===== config.mk =====
export PLATFORM = sky130hd
export DESIGN_NAME = vga_timing_gen
export DESIGN_NICKNAME = d
export VERILOG_FILES = /design/src/rtl/vga_timing_gen.sv
export SDC_FILE = /design/constraint.sdc
export NUM_CORES = 1
export LEC_CHECK = 0
export BUFFER_PORTS_ARGS = -buffer_cell sky130_fd_sc_hd__buf_4
export CAP_MARGIN = 20
export CORE_UTILIZATION = 47
export DETAILED_ROUTE_END_ITERATION = 10
export PLACE_DENSITY = 0.87
export SLEW_MARGIN = 25
export SYNTH_ARGS = -nofsm -noshare
export SYNTH_HDL_FRONTEND = slang
export SYNTH_SLANG_ARGS = --single-unit

===== constraint.sdc =====
create_clock -name Clk -period 3.34 [get_ports Clk]
set_input_delay 0.167 -clock Clk [delete_from_list [all_inputs] [get_ports Clk]]
set_output_delay 0.167 -clock Clk [all_outputs]
set_load 0.02 [all_outputs]

===== src/rtl/vga_timing_gen.sv =====
// vga_timing_gen
// 640x480@60Hz VGA raster timing from the 50 MHz system clock. Produces the
// DrawX/DrawY pixel coordinates consumed by color_mapper, gates the returned
// colour with the blanking interval and drives sync, blank and pixel clock to
// the DAC.
// Optional build macro: VGA_TIMING_PIPE_EN registers VGA_HS, VGA_VS,
// VGA_BLANK_N and VGA_R/G/B on pixel ticks, one pixel behind DrawX/DrawY, for
// colour sources that have one pixel of latency.
module vga_timing_gen #(
    parameter int H_VISIBLE = 640,
    parameter int H_FRONT   = 16,
    parameter int H_SYNC    = 96,
    parameter int H_BACK    = 48,
    parameter int V_VISIBLE = 480,
    parameter int V_FRONT   = 10,
    parameter int V_SYNC    = 2,
    parameter int V_BACK    = 33,
    parameter int CLK_DIV   = 2
) (
    input  logic       Clk,
    input  logic       Reset,
    input  logic [7:0] Red_in,
    input  logic [7:0] Green_in,
    input  logic [7:0] Blue_in,
    output logic [9:0] DrawX,
    output logic [9:0] DrawY,
    output logic       pix_en,
    output logic       frame_end,
    output logic       VGA_CLK,
    output logic       VGA_HS,
    output logic       VGA_VS,
    output logic       VGA_BLANK_N,
    output logic       VGA_SYNC_N,
    output logic [7:0] VGA_R,
    output logic [7:0] VGA_G,
    output logic [7:0] VGA_B
);

    localparam int H_TOTAL = H_VISIBLE + H_FRONT + H_SYNC + H_BACK;
    localparam int V_TOTAL = V_VISIBLE + V_FRONT + V_SYNC + V_BACK;
    localparam int DIV_W   = $clog2(CLK_DIV);

    localparam logic [DIV_W-1:0] DIV_LAST = DIV_W'(CLK_DIV - 1);
    localparam logic [DIV_W-1:0] DIV_HALF = DIV_W'(CLK_DIV / 2);
    localparam logic [DIV_W-1:0] DIV_ONE  = DIV_W'(1);

    localparam logic [9:0] H_LAST       = 10'(H_TOTAL - 1);
    localparam logic [9:0] H_VIS        = 10'(H_VISIBLE);
    localparam logic [9:0] H_SYNC_START = 10'(H_VISIBLE + H_FRONT);
    localparam logic [9:0] H_SYNC_END   = 10'(H_VISIBLE + H_FRONT + H_SYNC);
    localparam logic [9:0] V_LAST       = 10'(V_TOTAL - 1);
    localparam logic [9:0] V_VIS        = 10'(V_VISIBLE);
    localparam logic [9:0] V_SYNC_START = 10'(V_VISIBLE + V_FRONT);
    localparam logic [9:0] V_SYNC_END   = 10'(V_VISIBLE + V_FRONT + V_SYNC);

    logic [DIV_W-1:0] div;
    logic [9:0]       h;
    logic [9:0]       v;

    logic             hs_dec;
    logic             vs_dec;
    logic             blank_n_dec;
    logic [7:0]       r_dec;
    logic [7:0]       g_dec;
    logic [7:0]       b_dec;

    // The pixel tick is the last Clk of each pixel period; VGA_CLK is high in
    // the second half so its rising edge lands mid-pixel.
    assign pix_en     = (div == DIV_LAST);
    assign VGA_CLK    = (div >= DIV_HALF);
    assign frame_end  = pix_en && (h == H_LAST) && (v == V_LAST);
    assign DrawX      = h;
    assign DrawY      = v;
    assign VGA_SYNC_N = 1'b0;

    // Clock divider plus horizontal/vertical raster counters, stepping on pixel ticks
    // NOTE: registers use non-blocking assignments so each one samples pre-edge values.
    always_ff @(posedge Clk) begin
        if (Reset) begin
            div <= '0;
            h   <= '0;
            v   <= '0;
        end else if (pix_en) begin
            div <= '0;
            if (h == H_LAST) begin
                h <= '0;
                v <= (v == V_LAST) ? 10'd0 : v + 10'd1;
            end else begin
                h <= h + 10'd1;
            end
        end else begin
            div <= div + DIV_ONE;
        end
    end

    // Sync, blank and colour gating decoded from the current raster position
    // NOTE: every signal gets a default first so no path through the block infers a latch.
    always_comb begin
        hs_dec      = 1'b1;
        vs_dec      = 1'b1;
        blank_n_dec = 1'b0;
        if ((h >= H_SYNC_START) && (h < H_SYNC_END)) begin
            hs_dec = 1'b0;
        end
        if ((v >= V_SYNC_START) && (v < V_SYNC_END)) begin
            vs_dec = 1'b0;
        end
        if ((h < H_VIS) && (v < V_VIS)) begin
            blank_n_dec = 1'b1;
        end
        r_dec = blank_n_dec ? Red_in   : 8'h00;
        g_dec = blank_n_dec ? Green_in : 8'h00;
        b_dec = blank_n_dec ? Blue_in  : 8'h00;
    end

`ifdef VGA_TIMING_PIPE_EN
    // Register sync, blank and gated colour once per pixel, one pixel behind DrawX/DrawY
    always_ff @(posedge Clk) begin
        if (Reset) begin
            VGA_HS      <= 1'b1;
            VGA_VS      <= 1'b1;
            VGA_BLANK_N <= 1'b0;
            VGA_R       <= 8'h00;
            VGA_G       <= 8'h00;
            VGA_B       <= 8'h00;
        end else if (pix_en) begin
            VGA_HS      <= hs_dec;
            VGA_VS      <= vs_dec;
            VGA_BLANK_N <= blank_n_dec;
            VGA_R       <= r_dec;
            VGA_G       <= g_dec;
            VGA_B       <= b_dec;
        end
    end
`else
    // Zero-latency outputs straight from the decodes
    assign VGA_HS      = hs_dec;
    assign VGA_VS      = vs_dec;
    assign VGA_BLANK_N = blank_n_dec;
    assign VGA_R       = r_dec;
    assign VGA_G       = g_dec;
    assign VGA_B       = b_dec;
`endif

endmodule


==> flow_summary_export.csv <==
group,metric,value,unit
sta,hold_viol,0,
worst_setup_path,path_cells,"and3_1 > and2_1 > nor3_4 > and2_1 > buf_4",
global_routing,antenna_found_initial,0,
cells_and_area,fillers,209,
worst_setup_path,crit_family,"simple AND/OR/NAND/NOR gates",
yosys,synth.top_cell.area_share,0.314,
die,start_util,0.517,
clocking,numCtsBuffers,3,
yosys,ys_types,35,
global_routing,grt.total_usage,0.224,
yosys,syn_area_per_cell,8.32,um2
clocking,postCtsResizedCells,0,
cells_and_area,seq_area,420,um2
sta,setup_viol,0,
clocking,ctsHoldBuffers,0,
yosys,synth_area_leaders,"dfxtp_1 31%, and2_1 12%, xor2_1 5.9%",
worst_setup_path,critPathRequiredTime,3.17,ns
placed_design,dp_hpwl,2.81,mm
worst_setup_path,path_class,"flip-flop to primary output",
cells_and_area,antenna_cells,0,
placed_design,globalplace.congestion,0.820,
sta,slew_headroom,0.618,
clocking,cts-root-buf,"clkbuf_4",
clocking,clock_latency,0.30,ns
placed_design,io_buffers,75,
sta,setup_slack,1.19,ns
cells_and_area,layout_commonest_cell,"buf_4",
cells_and_area,drive_above_1_share,0.357,
yosys,synth-seq-cells,21,
sta,worst_pin_slew,0.572,ns
clocking,cts.sinks,21,
worst_setup_path,cpPeakStageDelay,0.51,ns
die,std_cell_rows,18,
clocking,tritoncts,"done",
sta,period_share,0.644,
sta,rsz0062_at_grt,"no",
worst_setup_path,arrival,1.98,ns
die,io_pins,77,
sta,max_freq,0.465,GHz
routing,wirelength,3.60,mm
worst_setup_path,end_kind,"primary output",
routing,ant_nets,0,
yosys,synth_top_area_cell,"dfxtp_1",
min_path,hold_path_class,"input pin to flip-flop",
clocking,clkTransAtPathRegs,0.12,ns
worst_setup_path,worst_path_most_repeated_cell,"and2_1",
global_routing,grt_pass1_wl,5.62,mm
pwr,vdd_ir_drop_max,227,uV
routing,wl_per_cell,13.8,um
worst_setup_path,cp_max_fo,25,
pwr,p_per_area,251,nW/um2
die,dieHeight,55.4,um
cells_and_area,fin_nets,262,
cells_and_area,syn_to_final_growth,41.8,%
yosys,synth_area,1340,um2
clocking,post_cts_buffers,0,
clocking,clockBufferDepth,2,
sta,final.setup.tns,0,ns
outcome,status,"finished clean",
routing,drtIter0Drc,53,
worst_setup_path,cpMaxStageDelayCell,"nor3_4",
yosys,syn_inst,161,
clocking,htreeDepth,1,
sta,fin_skew,0.00443,ns
routing,vias_per_cell,5.44,
yosys,synth.net_count,192,
pwr,finalPower,0.000477,W
placed_design,dp_slack,1.52,ns
yosys,synth_seq_area_share,0.314,
sta,min_period,2.15,ns
routing,vias,1415,
cells_and_area,mostFrequentLayoutCells,"75 x buf_4, 25 x and2_1, 21 x dfxtp_1",
sta,slew_viol_final,0,
worst_setup_path,crit_buf_inv,1,
routing,drt_first_pass_iters,4,
die,dieArea,3070,um2
global_routing,grt_max_degree,26,
pwr,power_leakage,0.851,nW
worst_setup_path,start_kind,"flip-flop",
job,max_cap_violations,0,
global_routing,grt.overflow.total,0,
cells_and_area,multi_input_comb_area,832,um2
die,core_area,2590,um2
routing,drc_errors,0,
die,die_w,55.4,um
global_routing,grt_pass1_vias,1274,
yosys,yosys_warnings,0,
## cell families (layout without fill, tap and decap cells)
group / Yosys count / count (layout) / share of synthesized area
compound gates: 11 / 11 / 0.0495
xor+xnor: 14 / 14 / 0.0916
fa+ha+maj: 5 / 5 / 0.0467
buf+inv: 15 / 84 / 0.0645
flops: 21 / 21 / 0.314
mux: 1 / 1 / 0.00748
other cells: 1 / 1 / 0.00280
simple gates: 93 / 93 / 0.423
## path summary, 6_finish.rpt
| kind | start | endpoint | slack (ns) | cells past startpoint |
|---|---|---|---|---|
| max | DrawY[5]$_SDFFE_PP0P_ | VGA_G[4] | 1.19 | 5 |
| min | Reset | DrawX[0]$_SDFFE_PP0P_ | 0.13 | 2 |
| max reg2reg | DrawX[4]$_SDFFE_PP0P_ | DrawY[3]$_SDFFE_PP0P_ | 1.57 | 4 |
| min reg2reg | DrawX[0]$_SDFFE_PP0P_ | DrawX[0]$_SDFFE_PP0P_ | 0.53 | 2 |
## area by class of cell
type,count,share of cell area
clock buffer,4,0.0138
inverter,5,0.00989
multi-input combinational,125,0.438
sequential,21,0.221
tap,30,0.0198
timing repair buffer,75,0.297
## registers in the layout, summed over array words and instances (netlist names)
signal  flops
DrawX      10
DrawY      10
pix_en      1
## per-layer routing
layer / up-vias / global-route usage / wire [um]
li1: 686 / - / -
met1: 656 / 0.274 / 1500
met2: 71 / 0.391 / 1770
met3: 2 / 0.0515 / 314
met4: 0 / 0.0643 / 17
met5: - / 0 / 0
## cells in the mapped netlist
| library cell | instances |
|---|---|
| nor4b_1 | 3 |
| clkbuf_2 | 1 |
| o21ai_0 | 2 |
| nand3_1 | 7 |
| or3_1 | 2 |
| and2_1 | 25 |
| nand2b_1 | 2 |
| xor2_1 | 9 |
| clkbuf_1 | 1 |
| nand2_1 | 9 |
| xnor2_1 | 5 |
| nor3_1 | 10 |
| and4bb_1 | 1 |
| and3_1 | 5 |
| o211ai_1 | 1 |
| conb_1 | 1 |
| o21a_1 | 1 |
| and4b_1 | 1 |
| and4_2 | 1 |
| nand4_4 | 1 |
| buf_6 | 1 |
| nor3_4 | 1 |
| buf_2 | 2 |
| nand4_1 | 9 |
| and4_1 | 2 |
| ha_1 | 5 |
| buf_4 | 5 |
| dfxtp_1 | 21 |
| inv_1 | 5 |
| o21bai_2 | 1 |
| a21oi_1 | 6 |
| nor2_1 | 11 |
| nor3b_1 | 2 |
| and3b_1 | 1 |
| mux2i_1 | 1 |
## power breakdown
group	total, W	internal [W]	switching [W]
Combinational	0.0000963	0.0000508	0.0000454
Sequential	0.000258	0.000253	0.00000510
Clock	0.000122	0.0000465	0.0000759
Total	0.000477	0.000350	0.000126
## through the flow
stage               area, um2  hold WS (ns)  utilization  cells
floorplan                1340         0.245            -    161
global placement         1870         0.450        0.723    256
detailed placement       1870         0.458        0.723    256
CTS                      1900         0.129        0.733    260
global route             1900         0.136        0.733    260
finish                   1900         0.133        0.733    260
No activity file was read; power rests on OpenSTA's default activity.
